$ cat src/rtl/weight_check_pkg.sv
// Shared types, defaults and width helper for the weight_check block.
// WEIGHT_CHECK_LOCKOUT_EN adds the S_LOCK state after repeated mismatches.
package weight_check_pkg;

   localparam int M_DEF      = 256;
   localparam int CHUNK_DEF  = 8;
   localparam int THRESH_DEF = 40;

`ifdef WEIGHT_CHECK_LOCKOUT_EN
   typedef enum logic [1:0] {
      S_IDLE,
      S_ACC,
      S_POST,
      S_LOCK
   } state_t;
`else
   typedef enum logic [1:0] {
      S_IDLE,
      S_ACC,
      S_POST
   } state_t;
`endif

   function automatic int weight_width(input int m);
      return $clog2(m + 1);
   endfunction

endpackage

$ cat src/rtl/weight_check_popcnt.sv
// Combinational population count of one CHUNK-bit slice.
// Reduces the low slice of the difference register each cycle.
module chunk_popcnt
   import weight_check_pkg::*;
#(
   parameter int CHUNK = CHUNK_DEF
) (
   input  logic [CHUNK-1:0]             bits,
   output logic [$clog2(CHUNK+1)-1:0]   count
);

   localparam int PW = $clog2(CHUNK + 1);

   // Sum the set bits of the slice
   always_comb begin
      count = '0;
      for (int i = 0; i < CHUNK; i++) begin
         count = count + PW'(bits[i]);
      end
   end

endmodule

$ cat src/rtl/weight_check.sv
// Hamming-distance match check of a product vector against a reference.
// WEIGHT_CHECK_LOCKOUT_EN: lock after three consecutive mismatches.
module weight_check
   import weight_check_pkg::*;
#(
   parameter int M      = M_DEF,
   parameter int CHUNK  = CHUNK_DEF,
   parameter int THRESH = THRESH_DEF
) (
   input  logic                        clk,
   input  logic                        rst,
   input  logic [M-1:0]                prod_in,
   input  logic                        prod_valid,
   output logic                        prod_ready,
   input  logic [M-1:0]                ref_in,
   output logic [weight_width(M)-1:0]  weight,
   output logic                        match,
   output logic                        res_valid,
   input  logic                        res_ready,
   output logic                        busy
);

   localparam int WW = weight_width(M);
   localparam int N  = M / CHUNK;
   localparam int CW = $clog2(N + 1);
   localparam int PW = $clog2(CHUNK + 1);

   state_t          state;
   logic [M-1:0]    diff;
   logic [WW-1:0]   acc;
   logic [CW-1:0]   cnt;
   logic [PW-1:0]   pop;
   logic [WW-1:0]   sum;
   logic            last;
`ifdef WEIGHT_CHECK_LOCKOUT_EN
   logic [1:0]      fails;
`endif

   chunk_popcnt #(
      .CHUNK (CHUNK)
   ) u_pop (
      .bits  (diff[CHUNK-1:0]),
      .count (pop)
   );

   assign sum  = acc + WW'(pop);
   assign last = (cnt == CW'(N - 1));

   // Control FSM with registered handshake and result outputs
   always_ff @(posedge clk or posedge rst) begin
      if (rst) begin
         state      <= S_IDLE;
         prod_ready <= 1'b0;
         res_valid  <= 1'b0;
         busy       <= 1'b0;
         weight     <= '0;
         match      <= 1'b0;
         diff       <= '0;
         acc        <= '0;
         cnt        <= '0;
`ifdef WEIGHT_CHECK_LOCKOUT_EN
         fails      <= '0;
`endif
      end else begin
         unique case (state)
            S_IDLE: begin
               if (prod_valid && prod_ready) begin
                  diff       <= prod_in ^ ref_in;
                  acc        <= '0;
                  cnt        <= '0;
                  state      <= S_ACC;
                  prod_ready <= 1'b0;
                  busy       <= 1'b1;
               end else begin
                  prod_ready <= 1'b1;
               end
            end
            S_ACC: begin
               acc  <= sum;
               diff <= diff >> CHUNK;
               cnt  <= cnt + 1'b1;
               if (last) begin
                  state     <= S_POST;
                  busy      <= 1'b0;
                  res_valid <= 1'b1;
                  weight    <= sum;
                  match     <= (int'(sum) <= THRESH);
               end
            end
            S_POST: begin
               if (res_ready) begin
                  res_valid <= 1'b0;
`ifdef WEIGHT_CHECK_LOCKOUT_EN
                  if (match) begin
                     fails      <= '0;
                     state      <= S_IDLE;
                     prod_ready <= 1'b1;
                  end else if (fails == 2'd2) begin
                     fails <= fails + 1'b1;
                     state <= S_LOCK;
                  end else begin
                     fails      <= fails + 1'b1;
                     state      <= S_IDLE;
                     prod_ready <= 1'b1;
                  end
`else
                  state      <= S_IDLE;
                  prod_ready <= 1'b1;
`endif
               end
            end
            default: begin
               prod_ready <= 1'b0;
               res_valid  <= 1'b0;
            end
         endcase
      end
   end

endmodule
$ cat config.mk
export PLATFORM = sky130hd
export DESIGN_NAME = weight_check
export DESIGN_NICKNAME = d
export VERILOG_FILES = /design/src/rtl/weight_check_pkg.sv /design/src/rtl/weight_check_popcnt.sv /design/src/rtl/weight_check.sv
export SDC_FILE = /design/constraint.sdc
export NUM_CORES = 1
export LEC_CHECK = 0
export ABC_AREA = 1
export CAP_MARGIN = 20
export CORE_AREA = 2 2 208 210
export CTS_CLUSTER_SIZE = 40
export DETAILED_ROUTE_END_ITERATION = 7
export DIE_AREA = 0 0 210 212
export PLACE_DENSITY = 0.7
export REMOVE_ABC_BUFFERS = 1
export SYNTH_ARGS = -nofsm -noshare
export SYNTH_HDL_FRONTEND = slang
export SYNTH_SLANG_ARGS = --single-unit
$ cat constraint.sdc
create_clock -name clk -period 11.4 [get_ports clk]
set_input_delay 2.28 -clock clk [delete_from_list [all_inputs] [get_ports clk]]
set_output_delay 2.28 -clock clk [all_outputs]
set_load 0.02 [all_outputs]
# ---- Yosys cells after proc, flatten, opt, wreduce, memory -nomap -nowiden
# Index checks and enable logic that the tools add are counted.
dict set report word_totals {
  wordCells 57
  inputBits 516
  reg_bits 286
  output_inout_bits 13
}
dict set report op_classes {
  magnitude_cmp 1
  n_bitwise 3
  n_reduce_logical 10
  n_eq_ne 6
  addsub 9
  n_mux 19
}
# operator n
set op_table {}
lappend op_table {{$pmux W256 S2} 1}
lappend op_table {{$mux W256} 1}
lappend op_table {{$xor A256 B256 Y256} 1}
lappend op_table {{$add A4 B1 Y4} 6}
lappend op_table {{$pmux W9 S2} 1}
lappend op_table {{$pmux W6 S2} 1}
lappend op_table {{$add A9 B4 Y9} 1}
lappend op_table {{$le A9 B6 Y1 const B} 1}
lappend op_table {{$mux W9} 1}
lappend op_table {{$add A6 B1 Y6 const B} 1}
lappend op_table {{$eq A6 B5 Y1 const B} 1}
lappend op_table {{$mux W1} 6}
lappend op_table {{$mux W2} 3}
lappend op_table {{$mux W6} 1}
lappend op_table {{$ne A2 B2 Y1 const B} 3}
lappend op_table {{$pmux W1 S3} 2}
lappend op_table {{$pmux W2 S3} 1}
lappend op_table {{$reduce_and A2 Y1} 3}
lappend op_table {{$reduce_and A3 Y1} 2}
lappend op_table {{$reduce_and A4 Y1} 1}
lappend op_table {{$reduce_bool A3 Y1} 1}
lappend op_table {{$add A1 B1 Y2} 1}
lappend op_table {{$eq A2 B1 Y1 const B} 1}
lappend op_table {{$eq A2 B2 Y1 const B} 1}
lappend op_table {{other kinds (5)} 6}

# ---- Logic depth before layout (Yosys ltp)
# Gate-level depths: netlist (run 1).
dict set report logic_depth {
  depth_word 9
  depth_mapped 18
  ltp_nobuf 18
}

# ---- Modules after synthesis
# Synthesis (run 1) repeated with hierarchy kept, for this count alone.
dict set report hier_totals {
  cells_unflattened 1597
  area_unflattened_um2 15319.7
}
# mod cells_each n_inst seq_area_each_um2 area_per_inst_um2
set modules_own_cells {}
lappend modules_own_cells {weight_check 1574 1 7156.9 15140.8}
lappend modules_own_cells {chunk_popcnt 23 1 0.0 178.9}

# ---- Worst setup path before layout (run 1)
# OpenSTA, ideal clock, no wires.
dict set report synth_path {
  path_kind {reg-to-reg}
  start {reg diff[0]}
  end {reg match}
  required_ps 11335
  stages_incl_launch_ff 16
  setup_time_ps 65
  path_buffers 0
  period_less_slack_ps 3660
  t_arrival_ps 3594
  path_slack_ps 7740
  path_cell_list {dfrtp_1 > ha_1 > inv_1 > fa_1 > fa_1 > fa_1 > fa_1 > fa_1 > nand3b_1 > nand2_1 > nand2_1 > nand2_1 > nand2_1 > nor2_1 > nand3_1 > nand2_1}
}
dict set report synth_between {
  elab_chain_len 9
}
# element line_no
set synth_rtl {}
lappend synth_rtl {{start: declaration} weight_check.sv:29} ;# logic [M-1:0] diff;
lappend synth_rtl {{start signal: assignment} weight_check.sv:68} ;# diff <= prod_in ^ ref_in;
lappend synth_rtl {{start signal: assignment} weight_check.sv:80} ;# diff <= diff >> CHUNK;
lappend synth_rtl {{$add A1 B1 Y2} weight_check_popcnt.sv:18} ;# count = count + PW'(bits[i]);
lappend synth_rtl {{$add A4 B1 Y4 (6 in series)} weight_check_popcnt.sv:18}
lappend synth_rtl {{$add A9 B4 Y9} weight_check.sv:46} ;# assign sum = acc + WW'(pop);
lappend synth_rtl {{$le A9 B6 Y1} weight_check.sv:87} ;# match <= (int'(sum) <= THRESH);
lappend synth_rtl {{end signal: assignment} weight_check.sv:87}
lappend synth_rtl {{end: declaration} weight_check.sv:17} ;# output logic match,
# No other way between the ends.
# A chain may end at the register's enable or synchronous reset.

# ---- Worst setup path in the final report (run 1)
dict set report layout_path {
  start {in prod_valid}
  end {reg diff[84]}
}
dict set report layout_between {
  elab_chain_len 3
}
# element line_no
set layout_rtl {}
lappend layout_rtl {{start: declaration} weight_check.sv:13} ;# input logic prod_valid,
lappend layout_rtl {{$logic_and A1 B1 Y1} weight_check.sv:67} ;# if (prod_valid && prod_ready) begin
lappend layout_rtl {{$ne A2 B2 Y1 (no line)} --}
lappend layout_rtl {{$reduce_and A2 Y1 (no line)} --}
# No other way between the ends.

==> results.sh, run 1 <==
export IMPL_num_vias=13127
export IMPL_yosysTopAreaCell="dfrtp_1"
export IMPL_syn_cell_area_mm2=0.0148
export IMPL_drc=0
export IMPL_vias_per_cell=4.93
export IMPL_synthTopCellsByArea="dfrtp_1 48%, o221ai_1 8.7%, xnor2_1 7.7%, xor2_1 7.6%, nand2_1 7.5%"
export IMPL_synth_cells=1607
export IMPL_cts_resized=0
export IMPL_yosysSeqAreaShare_pct=48.2
export IMPL_cts_sink_count=286
export IMPL_cts_hold_fix_buffers=0
export IMPL_grt_pass1_vias=13442
export IMPL_grt_total_usage_pct=19.8
export IMPL_min_path_type="flip-flop to flip-flop"
export IMPL_clock_fmax_mhz=230
export IMPL_pre_cts_ws_ns=6.44
export IMPL_worstHoldStart="diff[111]"
export IMPL_grt_pass1_wl_mm=70.3
export IMPL_grt_antenna_before_repair=5
export IMPL_finalNetCount=2618
export IMPL_max_slew_margin_rel_pct=25.0
export IMPL_grt_max_degree=194
export IMPL_clkSlewWorstSetupHoldPaths_ns=0.06
export IMPL_r2r_slack_ns=7.39
export IMPL_insertion_delay_ns=0.51
export IMPL_initial_utilization_pct=34.9
export IMPL_final_cell_area_mm2=0.0217
export IMPL_synth_cell_types=26
export IMPL_dr_first_iter_drc_count=813
export IMPL_startpoint="prod_valid"
export IMPL_cts_buffers=34
export IMPL_core_region_area_mm2=0.0425
export IMPL_drt_total_wl_mm=44.8
export IMPL_postPlaceCellArea_mm2=0.0206
export IMPL_syn_area_per_cell_um2=9.24
export IMPL_dp_hpwl_mm=32.4
export IMPL_internal_power_mw=2.94
export IMPL_maxCapViolations=0
export IMPL_rows=76
export IMPL_ys_ff_latch=286
export IMPL_layout_common_cells="528 x clkdlybuf4s50_1, 295 x nand2_1, 286 x dfrtp_1"
export IMPL_endpoint="diff[84]"
export IMPL_synth_warnings=0
export IMPL_antenna_left=0
export IMPL_seq_power_share_pct=33.7
export IMPL_port_buffer_count=528
export IMPL_sw_frac_of_total_pct=38.2
export IMPL_maxSlewViolCount=0
export IMPL_crit_arrival_ns=4.77
export IMPL_layout_cells_non_filler=2660
export IMPL_cts_tree="built"
export IMPL_layout_commonest_cell="clkdlybuf4s50_1"
export IMPL_synth_top_area_share_pct=48.2
export IMPL_fin_crit_ns=4.35
export IMPL_whs_ns=0.479
export IMPL_root_buffer="clkbuf_16"
export IMPL_dieArea_mm2=0.0445
export IMPL_outcome="complete, no violations"
export IMPL_clkPwrFrac_pct=23.1
export IMPL_overflow=0
export IMPL_rr_worst_depth=15
export IMPL_cts_buffer_depth=3
export IMPL_reg2reg_from="diff[1]"
export IMPL_place_inst=2596
export IMPL_critical_path_required_ns=11.82
export IMPL_power_density_mw_per_mm2=219
export IMPL_place_congestion=0.783
export IMPL_rsz0062_at_grt="false"
export IMPL_cp_end_kind="flip-flop"
export IMPL_finalClockSkew_ns=0.00886
export IMPL_die_x_um=210
export IMPL_r2r_end="match"
export IMPL_setup_viol=0
export IMPL_ir_drop_uv=218
export IMPL_p_leak_nw=9.15
export IMPL_drt_wirelength_per_cell_um=16.8
export IMPL_drtPass1Iterations=6
export IMPL_path_max_fanout=45
export IMPL_final_hold_violation_count=0
export IMPL_fin_setup_tns_ns=0
export IMPL_post_route_period_util_pct=38.2
export IMPL_power_switching_mw=1.82
export IMPL_post_cts_setup_buffer_count=0
export IMPL_critPathKind="input port to flip-flop"
export IMPL_die_h_um=212
export IMPL_worst_pin_slew_ns=1.13
export IMPL_start_kind="input port"
export IMPL_pwr_share_comb_pct=43.2
export IMPL_htree_num_levels=2
export IMPL_ios=529
export IMPL_drive_above_1_share_pct=3.46
export IMPL_worst_slack_ns=7.05
export IMPL_area_delta_synth_final_pct=46.3
-- worst max-delay path, stage by stage --
cell             delay, ns
clkdlybuf4s50_1       0.50
nand2_1               0.07
nand2_1               0.12
nand2_4               0.33
inv_2                 0.67
buf_4                 0.53
nand2_1               0.11
o211ai_1              0.12
-- cells by family (layout without fill, tap and decap cells) --
kind of cell               count (synthesis)  count (layout)  synth area share, %
buffers and inverters                    297             801                 7.82
xor gates and xnor gates                 258             258                 15.2
other                                      0               3                    0
adders and majority gates                 16              16                 1.60
and+or+nand+nor                          342             342                 8.86
AOI/OAI and AO/OA                        408             408                 18.3
DFF                                      286             286                 48.2
-- synth_stat cells --
cell / instances
nand3_1: 12
nor2_2: 1
clkbuf_1: 53
dfrtp_1: 286
buf_1: 3
buf_2: 37
inv_2: 4
o21ai_0: 114
xor2_1: 128
o21ai_1: 32
nand3b_1: 1
a22o_1: 1
a22oi_1: 1
fa_1: 5
nand4_1: 4
o21ai_2: 1
nor2_1: 27
o211ai_1: 39
nand2_1: 296
ha_1: 11
nor3_1: 1
inv_1: 200
a21oi_1: 61
o221ai_1: 147
o22ai_1: 12
xnor2_1: 130
-- per-layer routing --
layer / track usage [%] / up-vias / share of wire [%]
li1: - / 6335 / -
met1: 24.9 / 6261 / 41
met2: 34.8 / 456 / 50
met3: 3.71 / 71 / 6.6
met4: 6.07 / 4 / 2.4
met5: 0 / - / 0.060
-- worst min-delay path by stage --
stage	cells past startpoint	end
4_1_cts	2	diff[103]
6_report	2	diff[103]
3_5_place_dp	2	diff[142]
2_1_floorplan	2	diff[33]
5_1_grt	2	diff[142]
3_3_place_gp	2	diff[40]
-- registers in the layout, summed over array words and instances, names as in the netlist --
register and count:
prod_ready 1, busy 1, state 2, weight 9, cnt 6, diff 256
acc 9, match 1, res_valid 1
-- power by group through the flow --
stage | registers (mW) | logic, mW | clock network, mW
global route | 1.65 | 2.34 | 1.17
global placement | 1.60 | 1.99 | 0
floorplan | 1.58 | 1.39 | 0
finish | 1.60 | 2.06 | 1.10
CTS | 1.60 | 2.08 | 1.12
detailed placement | 1.62 | 2.06 | 0
-- metrics by stage --
step | util (%) | total power, mW
after CTS | 51.1 | 4.80
final | 51.1 | 4.75
after floorplan | - | 2.98
after detailed placement | 48.4 | 3.68
after global routing | 51.1 | 5.15
after global placement | 48.4 | 3.59
-- cell type report --
type / count / area [um2]
fill: 3937 / 20800
tap: 546 / 683
multi-input combinational: 1024 / 6560
sequential: 286 / 7160
clock inverter: 9 / 72.6
antenna: 3 / 7.51
timing repair buffer: 536 / 5370
inverter: 204 / 781
clock buffer: 52 / 1080
Power figures use the tool's default switching activity.
==> run 2, diff against run 1 <==
==> constraint.sdc (replaced) <==
create_clock -name clk -period 4.3 [get_ports clk]
set_input_delay 0.86 -clock clk [delete_from_list [all_inputs] [get_ports clk]]
set_output_delay 0.86 -clock clk [all_outputs]
set_load 0.02 [all_outputs]
==> run 2 against run 1 <==
Clock-buffer cell count is 3 lower. Combinational power grew to 2.7 times the previous value. Routed wire length is 0.25% higher. Clock skew is 0.00079 ns higher. Register-to-register slack worse by 7.0 ns. Worst hold slack better by 0.0037 ns. Clock power grew to 2.8 times the previous value. Via count is 0.11% higher. Largest power group unchanged. Largest cell class unchanged. Global-route usage hardly changed.
==> results.sh, run 2 (synthesized netlist as in run 1, its figures left out) <==
export IMPL_outcome="complete, no violations"
export IMPL_num_vias=13142
export IMPL_vias_per_cell=4.93
export IMPL_port_buffer_count=528
export IMPL_post_cts_setup_buffer_count=0
export IMPL_endpoint="match"
export IMPL_grt_antenna_before_repair=7
export IMPL_antenna_left=0
export IMPL_min_path_type="flip-flop to flip-flop"
export IMPL_rr_worst_depth=15
export IMPL_cts_tree="built"
export IMPL_slowest_stage="fa_1"
export IMPL_area_delta_synth_final_pct=47.4
export IMPL_drt_wirelength_per_cell_um=16.8
export IMPL_crit_arrival_ns=4.36
export IMPL_root_buffer="clkbuf_16"
export IMPL_layout_common_cells="528 x clkdlybuf4s50_1, 295 x nand2_1, 286 x dfrtp_1"
export IMPL_grt_pass1_wl_mm=70.6
export IMPL_drtPass1Iterations=4
export IMPL_nFillCells=3863
export IMPL_grt_total_usage_pct=19.9
export IMPL_critPathKind="flip-flop to flip-flop"
export IMPL_ios=529
export IMPL_cts_hold_fix_buffers=0
export IMPL_clkSlewWorstSetupHoldPaths_ns=0.05
export IMPL_worst_pin_slew_ns=0.885
export IMPL_largest_reg_flops=256
export IMPL_path_max_fanout=5
export IMPL_cts_sink_count=286
export IMPL_finalNetCount=2627
export IMPL_cp_end_kind="flip-flop"
export IMPL_drc=0
export IMPL_die_h_um=212
export IMPL_critical_path_required_ns=4.74
export IMPL_insertion_delay_ns=0.51
export IMPL_core_region_area_mm2=0.0425
export IMPL_layout_commonest_cell="clkdlybuf4s50_1"
export IMPL_htree_num_levels=2
export IMPL_slowest_delay_ns=0.54
export IMPL_setup_viol=0
export IMPL_startpoint="diff[0]"
export IMPL_r2r_slack_ns=0.38
export IMPL_drive_above_1_share_pct=3.68
export IMPL_initial_utilization_pct=34.9
export IMPL_rsz0062_at_grt="false"
export IMPL_grt_max_degree=194
export IMPL_overflow=0
export IMPL_maxCapViolations=0
export IMPL_dr_first_iter_drc_count=768
export IMPL_place_congestion=0.810
export IMPL_finalClockSkew_ns=0.00965
export IMPL_p_leak_nw=9.22
export IMPL_final_hold_violation_count=0
export IMPL_clock_fmax_mhz=255
export IMPL_largest_register="diff"
export IMPL_fin_crit_ns=3.92
export IMPL_multi_input_area_mm2=0.00656
export IMPL_cts_buffers=34
export IMPL_regArea_mm2=0.00716
export IMPL_cts_resized=0
export IMPL_post_route_period_util_pct=91.1
export IMPL_reg2reg_from="diff[0]"
export IMPL_cts_buffer_depth=3
export IMPL_rows=76
export IMPL_start_kind="flip-flop"
export IMPL_drt_total_wl_mm=44.9
export IMPL_dieArea_mm2=0.0445
export IMPL_maxSlewViolCount=0
export IMPL_grt_pass1_vias=13568
export IMPL_power_density_mw_per_mm2=587
export IMPL_ir_drop_uv=801
export IMPL_r2r_end="match"
export IMPL_largestRegisters="diff (256), acc (9), weight (9)"
export IMPL_max_slew_margin_rel_pct=41.0
export IMPL_layout_cells_non_filler=2665
export IMPL_place_inst=2605
export IMPL_fin_setup_tns_ns=0
export IMPL_dp_hpwl_mm=33.0
export IMPL_die_x_um=210
export IMPL_cp_cell_sequence="ha_1 -> inv_1 -> fa_1 -> fa_1 -> fa_1 -> fa_1 -> fa_1 -> nand3b_1 -> nand2_1 -> nand2_1 -> nand2_1 -> nand2_1 -> nor2_1 -> nand3_1 -> nand2_1"
## run 2: cell types whose count changed in the layout (fill, tap and decap cells not counted)
cell        before  now
inv_6            1    2
buf_12           2    6
bufinv_16        1    5
buf_4            6   11
diode_2          3    1
clkinv_2         7    2
clkinv_4         0    2
clkinvlp_4       1    0
clkbuf_8        10    5
clkbuf_1         5    7
## run 2: worst max-delay path: cells and delay by family (launching register included)
kind / cells / cell delay [ns]
simple gates: 8 / 0.85
flops: 1 / 0.38
buf+inv: 1 / 0.05
fa+ha+maj: 6 / 2.60
## run 2: layout make-up
| type | instances | share of cell area (%) |
|---|---|---|
| clock inverters | 10 | 0.852 |
| flip-flops and latches | 286 | 32.7 |
| inverters | 204 | 3.57 |
| clock buffers | 49 | 4.67 |
| repair buffers | 545 | 25.1 |
| diodes | 1 | 0.0114 |
| well taps | 546 | 3.12 |
| multi-input cells | 1024 | 30.0 |
## run 2: power breakdown
part           internal, mW  switching [mW]
Clock                  1.95            1.11
Sequential             3.83           0.409
Combinational          2.21            3.32
## run 2: layer usage
metal / up-vias / share of wire, % / global-route usage, %
li1: 6352 / - / -
met1: 6248 / 40 / 24.1
met2: 449 / 51 / 35.2
met3: 81 / 6.4 / 4.61
met4: 12 / 2.7 / 6.16
met5: - / 0.18 / 0
## run 2: per-stage QoR
| stage | hold slack [ns] | total power, mW | utilization (%) | setup slack (ns) | cell area [um2] |
|---|---|---|---|---|---|
| 2_1_floorplan | 0.448 | 7.89 | - | -5.21 | 14500 |
| 3_3_place_gp | 0.459 | 9.56 | 48.6 | 0.461 | 20700 |
| 3_5_place_dp | 0.468 | 9.82 | 48.6 | 0.407 | 20700 |
| 4_1_cts | 0.483 | 13.0 | 51.5 | 0.388 | 21900 |
| 5_1_grt | 0.503 | 13.9 | 51.5 | 0.0856 | 21900 |
| 6_report | 0.483 | 12.8 | 51.5 | 0.381 | 21900 |
## run 2: how the worst min path moves through the flow
stage / startpoint / to / slack [ns] / cells after the start
floorplan: diff[33] / diff[33] / 0.45 / 2
global placement: diff[40] / diff[40] / 0.46 / 2
detailed placement: diff[40] / diff[40] / 0.47 / 2
CTS: diff[40] / diff[40] / 0.48 / 2
global route: diff[255] / diff[255] / 0.50 / 2
finish: weight[3] / weight[3] / 0.48 / 2
